### config.mk
export PLATFORM = sky130hd
export DESIGN_NAME = pipeline_hazard_ctrl
export DESIGN_NICKNAME = d
export VERILOG_FILES = /design/src/rtl/pipe_ctrl_pkg.sv /design/src/rtl/sat_counter.sv /design/src/rtl/pipeline_hazard_ctrl.sv
export SDC_FILE = /design/constraint.sdc
export NUM_CORES = 1
export LEC_CHECK = 0
export CAP_MARGIN = 25
export CORE_MARGIN = 4
export CORE_UTILIZATION = 25
export DETAILED_ROUTE_END_ITERATION = 6
export GPL_ROUTABILITY_DRIVEN = 1
export PLACE_DENSITY = 0.53
export SLEW_MARGIN = 20
export SYNTH_ARGS = -nofsm -noshare
export SYNTH_HDL_FRONTEND = slang
export SYNTH_SLANG_ARGS = --single-unit
### constraint.sdc
create_clock -name CLK -period 2 [get_ports CLK]
set_input_delay 0.2 -clock CLK [delete_from_list [all_inputs] [get_ports CLK]]
set_output_delay 0.2 -clock CLK [all_outputs]
set_load 0.005 [all_outputs]
### src/rtl/pipe_ctrl_pkg.sv
// Shared types for the pipeline stall/flush sequencer.
// State encoding, control bundle and load-use helper.
package pipe_ctrl_pkg;

    typedef enum logic [1:0] {
        RUN      = 2'd0,
        MEM_WAIT = 2'd1,
        DRAIN    = 2'd2,
        HALTED   = 2'd3
    } ctrl_state_t;

    localparam logic [4:0] REG_ZERO = 5'd0;

    typedef struct packed {
        logic pc_we;
        logic ifid_we;
        logic ifid_fl;
        logic idex_we;
        logic idex_fl;
        logic exmem_we;
        logic memwb_we;
    } ctrl_t;

    localparam ctrl_t CTRL_HOLD = '0;

    localparam ctrl_t CTRL_RUN = '{
        pc_we:    1'b1,
        ifid_we:  1'b1,
        ifid_fl:  1'b0,
        idex_we:  1'b1,
        idex_fl:  1'b0,
        exmem_we: 1'b1,
        memwb_we: 1'b1
    };

    localparam ctrl_t CTRL_BRANCH = '{
        pc_we:    1'b1,
        ifid_we:  1'b1,
        ifid_fl:  1'b1,
        idex_we:  1'b1,
        idex_fl:  1'b1,
        exmem_we: 1'b1,
        memwb_we: 1'b1
    };

    // Hold PC and IF/ID, push a bubble into EX.
    localparam ctrl_t CTRL_LOADUSE = '{
        pc_we:    1'b0,
        ifid_we:  1'b0,
        ifid_fl:  1'b0,
        idex_we:  1'b1,
        idex_fl:  1'b1,
        exmem_we: 1'b1,
        memwb_we: 1'b1
    };

    // Stop fetching, let older instructions retire.
    localparam ctrl_t CTRL_DRAIN = '{
        pc_we:    1'b0,
        ifid_we:  1'b0,
        ifid_fl:  1'b1,
        idex_we:  1'b1,
        idex_fl:  1'b0,
        exmem_we: 1'b1,
        memwb_we: 1'b1
    };

    function automatic logic load_use(
        input logic       mem_rd,
        input logic [4:0] rd,
        input logic       use1,
        input logic [4:0] rs1,
        input logic       use2,
        input logic [4:0] rs2
    );
        logic m1;
        logic m2;
        m1 = use1 & (rs1 == rd);
        m2 = use2 & (rs2 == rd);
        return mem_rd & (rd != REG_ZERO) & (m1 | m2);
    endfunction

endpackage

### src/rtl/sat_counter.sv
// Saturating event counter for the performance report.
// Sticks at all-ones instead of wrapping.
module sat_counter #(
    parameter int W = 32
) (
    input  logic         CLK,
    input  logic         RSTn,
    input  logic         inc,
    output logic [W-1:0] count
);

    // Count events, holding at the maximum value.
    always_ff @(posedge CLK or negedge RSTn) begin
        if (!RSTn) begin
            count <= '0;
        end else if (inc && (count != '1)) begin
            count <= count + 1'b1;
        end
    end

endmodule

### src/rtl/pipeline_hazard_ctrl.sv
// Stall/flush sequencer for the 5-stage RV32I pipeline.
// Handles load-use, branch flush, dmem wait and halt drain.
module pipeline_hazard_ctrl
    import pipe_ctrl_pkg::*;
#(
    parameter int CNT_W        = 32,
    parameter int MEM_TIMEOUT  = 16,
    parameter int DRAIN_CYCLES = 3
) (
    input  logic             CLK,
    input  logic             RSTn,
    input  logic [4:0]       RS1_ID,
    input  logic [4:0]       RS2_ID,
    input  logic             useRS1_ID,
    input  logic             useRS2_ID,
    input  logic [4:0]       RD_EX,
    input  logic             memRead_EX,
    input  logic             branchTaken_EX,
    input  logic             halt_ID,
    input  logic             dmemReq_MEM,
    input  logic             dmemReady_MEM,
    output logic             pcWrite,
    output logic             ifidWrite,
    output logic             ifidFlush,
    output logic             idexWrite,
    output logic             idexFlush,
    output logic             exmemWrite,
    output logic             memwbWrite,
    output logic             halted,
    output logic             memErr,
    output logic [CNT_W-1:0] stallCnt,
    output logic [CNT_W-1:0] flushCnt
);

    localparam int WAIT_W = $clog2(MEM_TIMEOUT + 1);
    localparam int DRN_W  =
        (DRAIN_CYCLES > 1) ? $clog2(DRAIN_CYCLES) : 1;

    localparam logic [WAIT_W-1:0] WAIT_LAST =
        WAIT_W'(MEM_TIMEOUT - 1);
    localparam logic [DRN_W-1:0] DRN_LAST =
        DRN_W'(DRAIN_CYCLES - 1);

    ctrl_state_t       state;
    logic [WAIT_W-1:0] wait_cnt;
    logic [DRN_W-1:0]  drain_cnt;
    ctrl_t             ctrl;

    logic freeze;
    logic run_mode;
    logic hit;
    logic do_freeze;
    logic do_branch;
    logic do_lu;
    logic do_plain;
    logic do_halt;
    logic draining;
    logic wait_last;
    logic stall_inc;

    assign freeze    = dmemReq_MEM & ~dmemReady_MEM;
    assign run_mode  = (state == RUN) | (state == MEM_WAIT);
    assign hit       = load_use(memRead_EX, RD_EX,
                                useRS1_ID, RS1_ID,
                                useRS2_ID, RS2_ID);
    assign do_freeze = freeze & (state != HALTED);
    assign do_branch = run_mode & ~freeze & branchTaken_EX;
    assign do_lu     = run_mode & ~freeze
                     & ~branchTaken_EX & hit;
    assign do_plain  = run_mode & ~freeze
                     & ~branchTaken_EX & ~hit;
    assign do_halt   = do_plain & halt_ID;
    assign draining  = (state == DRAIN) & ~freeze;
    assign wait_last = (wait_cnt == WAIT_LAST);

    // Select the stage controls for this cycle; all off in reset.
    always_comb begin
        ctrl = CTRL_HOLD;
        if (RSTn) begin
            unique case (1'b1)
                do_freeze: ctrl = CTRL_HOLD;
                do_branch: ctrl = CTRL_BRANCH;
                do_lu:     ctrl = CTRL_LOADUSE;
                do_plain:  ctrl = CTRL_RUN;
                draining:  ctrl = CTRL_DRAIN;
                default:   ctrl = CTRL_HOLD;
            endcase
        end
    end

    assign pcWrite    = ctrl.pc_we;
    assign ifidWrite  = ctrl.ifid_we;
    assign ifidFlush  = ctrl.ifid_fl;
    assign idexWrite  = ctrl.idex_we;
    assign idexFlush  = ctrl.idex_fl;
    assign exmemWrite = ctrl.exmem_we;
    assign memwbWrite = ctrl.memwb_we;

    // Sequence state, wait/drain counts and sticky flags.
    always_ff @(posedge CLK or negedge RSTn) begin
        if (!RSTn) begin
            state     <= RUN;
            wait_cnt  <= '0;
            drain_cnt <= '0;
            halted    <= 1'b0;
            memErr    <= 1'b0;
        end else begin
            unique case (state)
                RUN, MEM_WAIT: begin
                    if (freeze) begin
                        if (wait_last) begin
                            memErr   <= 1'b1;
                            state    <= HALTED;
                            wait_cnt <= '0;
                        end else begin
                            state    <= MEM_WAIT;
                            wait_cnt <= wait_cnt + 1'b1;
                        end
                    end else begin
                        wait_cnt <= '0;
                        if (do_halt) begin
                            state     <= DRAIN;
                            drain_cnt <= '0;
                        end else begin
                            state <= RUN;
                        end
                    end
                end
                DRAIN: begin
                    if (freeze) begin
                        if (wait_last) begin
                            memErr   <= 1'b1;
                            state    <= HALTED;
                            wait_cnt <= '0;
                        end else begin
                            wait_cnt <= wait_cnt + 1'b1;
                        end
                    end else begin
                        wait_cnt <= '0;
                        if (drain_cnt == DRN_LAST) begin
                            state  <= HALTED;
                            halted <= 1'b1;
                        end else begin
                            drain_cnt <= drain_cnt + 1'b1;
                        end
                    end
                end
                HALTED: begin
                    state <= HALTED;
                end
                default: begin
                    state <= RUN;
                end
            endcase
        end
    end

    assign stall_inc = run_mode & ~ctrl.pc_we;

    sat_counter #(
        .W (CNT_W)
    ) u_stall_cnt (
        .CLK   (CLK),
        .RSTn  (RSTn),
        .inc   (stall_inc),
        .count (stallCnt)
    );

    sat_counter #(
        .W (CNT_W)
    ) u_flush_cnt (
        .CLK   (CLK),
        .RSTn  (RSTn),
        .inc   (do_branch),
        .count (flushCnt)
    );

endmodule

==> flow_summary.ini, run 1 <==
[layout]
area_growth_pct = 73.81
final_layout_size_suffix_gt1_share_pct = 32.66
diodes = 0
final_cells = 781
final_nets = 620

[outcome]
failed_checks = setup timing
status = finished with violations

[drt]
wl_met1_um = 5063
ant_nets = 0
routedWlPerCell_um = 14.35
viasPerCell = 4.566
top_layer_used = met4
met2_length_um = 5497
met3_wirelength_um = 496
drt_iter0_drc = 184
wl_um = 11200
vias = 3566
drc = 0
firstDrtPassIters = 4

[timing]
rsz0062_at_grt = yes
finClkSkew_ns = 0.01022
min_period_ns = 2.101
finalSetupViolations = 17
tightest_slew_ns = 0.6931
hold_viol = 0
slew_viol_final = 0
setup_ws_ns = -0.1009
final.setup.tns_ns = -0.7612
fmax_mhz = 476.0
maxSlewHeadroom_pct = 53.79
post-route-period-util_pct = 105.0

[power_and_ir_drop]
ir_drop_mv = 0.5624
p_switching_w = 0.001692
p_leak_nw = 2.975
pwr-share-seq_pct = 33.3
p_sw_share_pct = 29.79
cellPowerDensity_mw_per_mm2 = 854.7
intPower_w = 0.003987
pwr-share-comb_pct = 34.8
power_frac_clock_pct = 31.9

[yosys]
synth_edf_count = 0
synth_area_leaders = dfrtp_1, xor2_1, xnor2_1, nand4_1, nand2_1
postSynthNetCount = 406
synth_cells = 378
synthFlopType = dfrtp_1
synthArstFlopShare_pct = 100.0
netlist_area_sq_mm = 0.003822
yosysTopAreaCell = dfrtp_1
ys_types = 41
synth-seq-area-share_pct = 49.10
synth_seq_cells = 75
yosysTopAreaCellShare_pct = 49.10
synth_top_family_by_area = simple AND/OR/NAND/NOR gates
synth-compound-area-share_pct = 3.993
synth_fa_ha_area_share_pct = 1.309
yosys_warnings = 0
synth_mux_area_share_pct = 0.5892
synthSimpleGateAreaFrac_pct = 26.19
syn_avg_cell_area_sq_um = 10.11
synth-xor-area-share_pct = 16.50

[floorplan]
die_w_um = 131.7
dieArea_sq_mm = 0.01733
initial_core_util_pct = 25.91
core_sq_mm = 0.01475
pin_count = 97
die_y_um = 131.7
rows = 44

[clock_tree]
clock_sinks = 75
clk_latency_ns = 0.34
cts_buffer_depth = 2
clk_pin_slew_ns = 0.06
htreeDepth = 3
numCtsBuffers = 9
root_buffer = clkbuf_16
cts_tree = built

[worst_setup_path]
endpoint_kind = register
path_class = register to register
crit_path_start_kind = register
r2r_setup_slack_ns = -0.10
arrival_ns = 2.37
path_max_fanout = 4
r2r_start = u_flush_cnt.count[1]
r2r-end = u_flush_cnt.count[30]
r2r_cells = 7
required_ns = 2.27

[grt]
grt_use_total_pct = 12.73
grt_start_max_net_pins = 55
overflow = 0
antenna_found_initial = 0
grt_pass1_vias = 3721
grt_pass1_wl_um = 18130

[placement]
port_buffers = 96
placed_cells = 754
place_congestion = 0.8011
place_hpwl_um = 8380

[run]
cap_violations = 0

[worst_hold_path]
worstHoldPathType = primary input to async pin
[power by group through the flow]
stage | clock network (W) | logic, W | registers (W)
after floorplan | 0 | 0.000565 | 0.00201
after global placement | 0 | 0.00172 | 0.00190
after detailed placement | 0 | 0.00176 | 0.00192
after CTS | 0.00185 | 0.00183 | 0.00189
after global routing | 0.00193 | 0.00214 | 0.00192
final | 0.00181 | 0.00198 | 0.00189
[critical path, stage by stage, from the launching register on]
cell and delay [ns]:
dfrtp_1 0.36, ha_2 0.19, nand3_2 0.08, or3_4 0.35
or4_4 0.49, or2_4 0.31, nor2_2 0.10, xor2_1 0.15
[per-layer routing]
metal	vias to the layer above	track usage, %
li1	1756	-
met1	1735	16.15
met2	65	20.92
met3	10	3.440
met4	0	4.551
met5	-	0
[synth_stat cells (5+ instances only)]
master,instances
a21o_1,5
and3_1,9
and4_1,7
buf_2,5
dfrtp_1,75
inv_1,7
nand2_1,32
nand3_1,22
nand4_1,20
nor2_1,31
nor3_1,20
nor4_1,12
nor4b_1,5
xnor2_1,27
xor2_1,45
[stage by stage]
stage          hold WS (ns)  setup WS [ns]  power, W  instance area (sq um)  utilization [%]
4_1_cts              0.4371        -0.1089  0.005576                   6314            42.79
2_1_floorplan      -0.09559        -0.1511  0.002575                   3865                -
6_report             0.4509        -0.1009  0.005678                   6644            45.03
3_3_place_gp         0.2487        -0.5239  0.003624                   5836            39.55
3_5_place_dp         0.2583        -0.5658  0.003681                   5836            39.55
5_1_grt              0.4671        -0.1741  0.005999                   6644            45.03
[final cells by class]
cell class	instances	area, sq um
Timing Repair Buffer	215	1916
Clock buffer	10	239.0
Multi-Input combinational cell	284	2268
Tap cell	184	230.2
Inverter	7	26.28
Fill cell	1407	8110
Clock inverter	6	87.58
Sequential cell	75	1877
[cell families after synthesis]
logic type                 count (synthesis)
AOI/OAI and AO/OA                         22
xor gates and xnor gates                  72
adders and majority gates                  4
buffers and inverters                     19
DFF                                       75
muxes                                      2
and+or+nand+nor                          184
[how the worst max path moves through the flow]
stage,start,endpoint,slack (ns)
floorplan,u_flush_cnt.count[0],u_flush_cnt.count[1],-0.15
global placement,RD_EX[0],pcWrite,-0.52
detailed placement,RD_EX[0],u_stall_cnt.count[1],-0.57
CTS,u_flush_cnt.count[1],u_flush_cnt.count[30],-0.11
global route,u_flush_cnt.count[0],u_flush_cnt.count[31],-0.17
finish,u_flush_cnt.count[1],u_flush_cnt.count[30],-0.10
[registers in the layout (all words and copies together), names as in the netlist]
register,flops
u_stall_cnt.count,32
memErr,1
u_flush_cnt.count,32
drain_cnt,2
halted,1
wait_cnt,5
state,2
[cell usage in the layout (no fill, tap or decap), types with 8 or more instances in the layout]
cell | synthesis | layout
buf_4 | 3 | 111
clkdlybuf4s50_1 | 0 | 87
dfrtp_1 | 75 | 75
xor2_1 | 45 | 45
nand2_1 | 32 | 31
xnor2_1 | 27 | 26
nor2_1 | 31 | 25
nand4_1 | 20 | 20
nand3_1 | 22 | 18
nor3_1 | 20 | 12
clkbuf_16 | 0 | 10
and3_1 | 9 | 8
[what timing repair did]
action,in CTS,in global routing
hold endpoints to repair,21,0
setup endpoints to repair,57,49
buffers inserted,3,8
hold buffers,1,0
cloned,0,1
pin swaps,13,29
gates resized for setup,36,46
Note: power is estimated with default switching activity, not from simulation.
==> inputs of run 2 (changes only) <==
--- a/config.mk
+++ b/config.mk
@@ -15,3 +15,4 @@
 export SYNTH_ARGS = -nofsm -noshare
 export SYNTH_HDL_FRONTEND = slang
 export SYNTH_SLANG_ARGS = --single-unit
+export TNS_END_PERCENT = 50
==> flow_summary.ini, run 2 (synthesis gave the netlist of run 1 again) <==
[worst_setup_path]
path_max_fanout = 4
arrival_ns = 2.35
crit_start = u_flush_cnt.count[0]
r2r_start = u_flush_cnt.count[0]
path_class = register to register
crit_path_start_kind = register
r2r_setup_slack_ns = -0.09
endpoint_kind = register
r2r_cells = 7
required_ns = 2.26

[drt]
firstDrtPassIters = 4
drc = 0
drt_iter0_drc = 130
viasPerCell = 4.661
routedWlPerCell_um = 14.75
vias = 3608
ant_nets = 0
wl_um = 11420

[layout]
most-common-layout-cells = buf_4, clkdlybuf4s50_1, dfrtp_1, xor2_1, nand2_1
fillCellCount = 1405
reg.largest.list = u_flush_cnt.count x32, u_stall_cnt.count x32, wait_cnt x5
area_growth_pct = 71.36
stdcell_area_sq_mm = 0.006550
diodes = 0
multi_input_area_sq_mm = 0.002241
final_layout_size_suffix_gt1_share_pct = 31.53
utilization_pct = 44.39
final_nets = 614
final_common_cell = buf_4
final-seq-area_sq_mm = 0.001877

[outcome]
status = finished with violations
failed_checks = setup timing

[placement]
place_hpwl_um = 8367
place_congestion = 0.8035
placed_area_sq_mm = 0.005808
port_buffers = 96

[timing]
finalSetupViolations = 13
holdWs_ns = 0.4444
setup_ws_ns = -0.08678
rsz0062_at_grt = yes
hold_viol = 0
min_period_ns = 2.087
maxSlewHeadroom_pct = 51.97
fmax_mhz = 479.2
slew_viol_final = 0
post-route-period-util_pct = 104.3
tightest_slew_ns = 0.7205
finClkSkew_ns = 0.005139

[power_and_ir_drop]
p_leak_nw = 2.943
total_power_w = 0.005337
ir_drop_mv = 0.6477
cellPowerDensity_mw_per_mm2 = 814.8

[clock_tree]
root_buffer = clkbuf_16
cts_buffer_depth = 2
clk_latency_ns = 0.34
clk_pin_slew_ns = 0.06
numCtsBuffers = 9
clock_sinks = 75
htreeDepth = 3
cts_tree = built

[floorplan]
dieArea_sq_mm = 0.01733
core_sq_mm = 0.01475
initial_core_util_pct = 25.91
pin_count = 97
rows = 44
die_w_um = 131.7
die_y_um = 131.7

[grt]
grt_start_max_net_pins = 55
grt_use_total_pct = 13.27
grt_pass1_vias = 3738
grt_pass1_wl_um = 18820
overflow = 0
antenna_found_initial = 0

[worst_hold_path]
worstHoldPathType = primary input to async pin

[run]
cap_violations = 0
[run 2: changes by cell type in the layout (fill, tap and decap cells not counted), sizes merged, moves of 2 or more]
cell,previous run,this run
buf,118,113
bufinv,2,0
clkbuf,12,15
clkdlybuf4s15,1,3
clkdlybuf4s50,87,83
clkinv,3,0
dlymetal6s2s,1,4
[run 2: path summary, 6_finish.rpt]
check                                   endpoint
max                        u_flush_cnt.count[26]
min                                 drain_cnt[0]
max reg2reg                u_flush_cnt.count[26]
min reg2reg                               memErr
max in group asynchronous  u_flush_cnt.count[14]
min in group CLK                          memErr
[run 2: cell type report]
cell class | instances | share of cell area [%]
clock inverter | 1 | 0.1146
sequential | 75 | 28.65
clock buffer | 14 | 4.183
tap | 184 | 3.515
inverter | 7 | 0.4011
timing repair buffer | 209 | 28.92
multi-input combinational | 284 | 34.21
[run 2: power breakdown]
group | internal [W] | switching (W) | total [W]
registers | 0.00175 | 0.000170 | 0.00192
logic | 0.00105 | 0.000825 | 0.00187
clock network | 0.000936 | 0.000609 | 0.00155
total | 0.00373 | 0.00160 | 0.00534
[run 2: routing by layer]
metal / vias to the layer above / routed length [um] / track usage [%] / part of all wire, %
met4: 0 / 152 / 4.492 / 1.3
met1: 1740 / 5056 / 16.52 / 44
li1: 1751 / - / - / -
met3: 18 / 634 / 4.549 / 5.6
met2: 99 / 5572 / 21.60 / 49
met5: - / 0 / 0 / 0
[run 2: worst max-delay path, cell delays in order, from the launching register on]
cell and delay [ns]:
dfrtp_1 0.36, ha_2 0.19, nand3_2 0.09, or3_4 0.35
or4_4 0.49, or2_4 0.29, nor2_2 0.10, xor2_1 0.14
[run 2: timing repair]
| action | CTS | global route |
|---|---|---|
| setup endpoints to repair | 51 | 58 |
| resized for setup | 40 | 50 |
| endpoints found under the hold margin | 21 | 0 |
| hold buffers | 1 | 0 |
| cloned | 0 | 1 |
| pin swaps | 5 | 18 |
| setup buffers | 5 | 1 |
[run 2: stage by stage]
step / cells / setup TNS (ns) / worst slack, ns
2_1_floorplan: 378 / -0.9760 / -0.1511
3_3_place_gp: 752 / -19.04 / -0.4987
3_5_place_dp: 752 / -20.15 / -0.5528
4_1_cts: 773 / -0.5983 / -0.08644
5_1_grt: 774 / -2.067 / -0.1907
6_report: 774 / -0.4886 / -0.08678
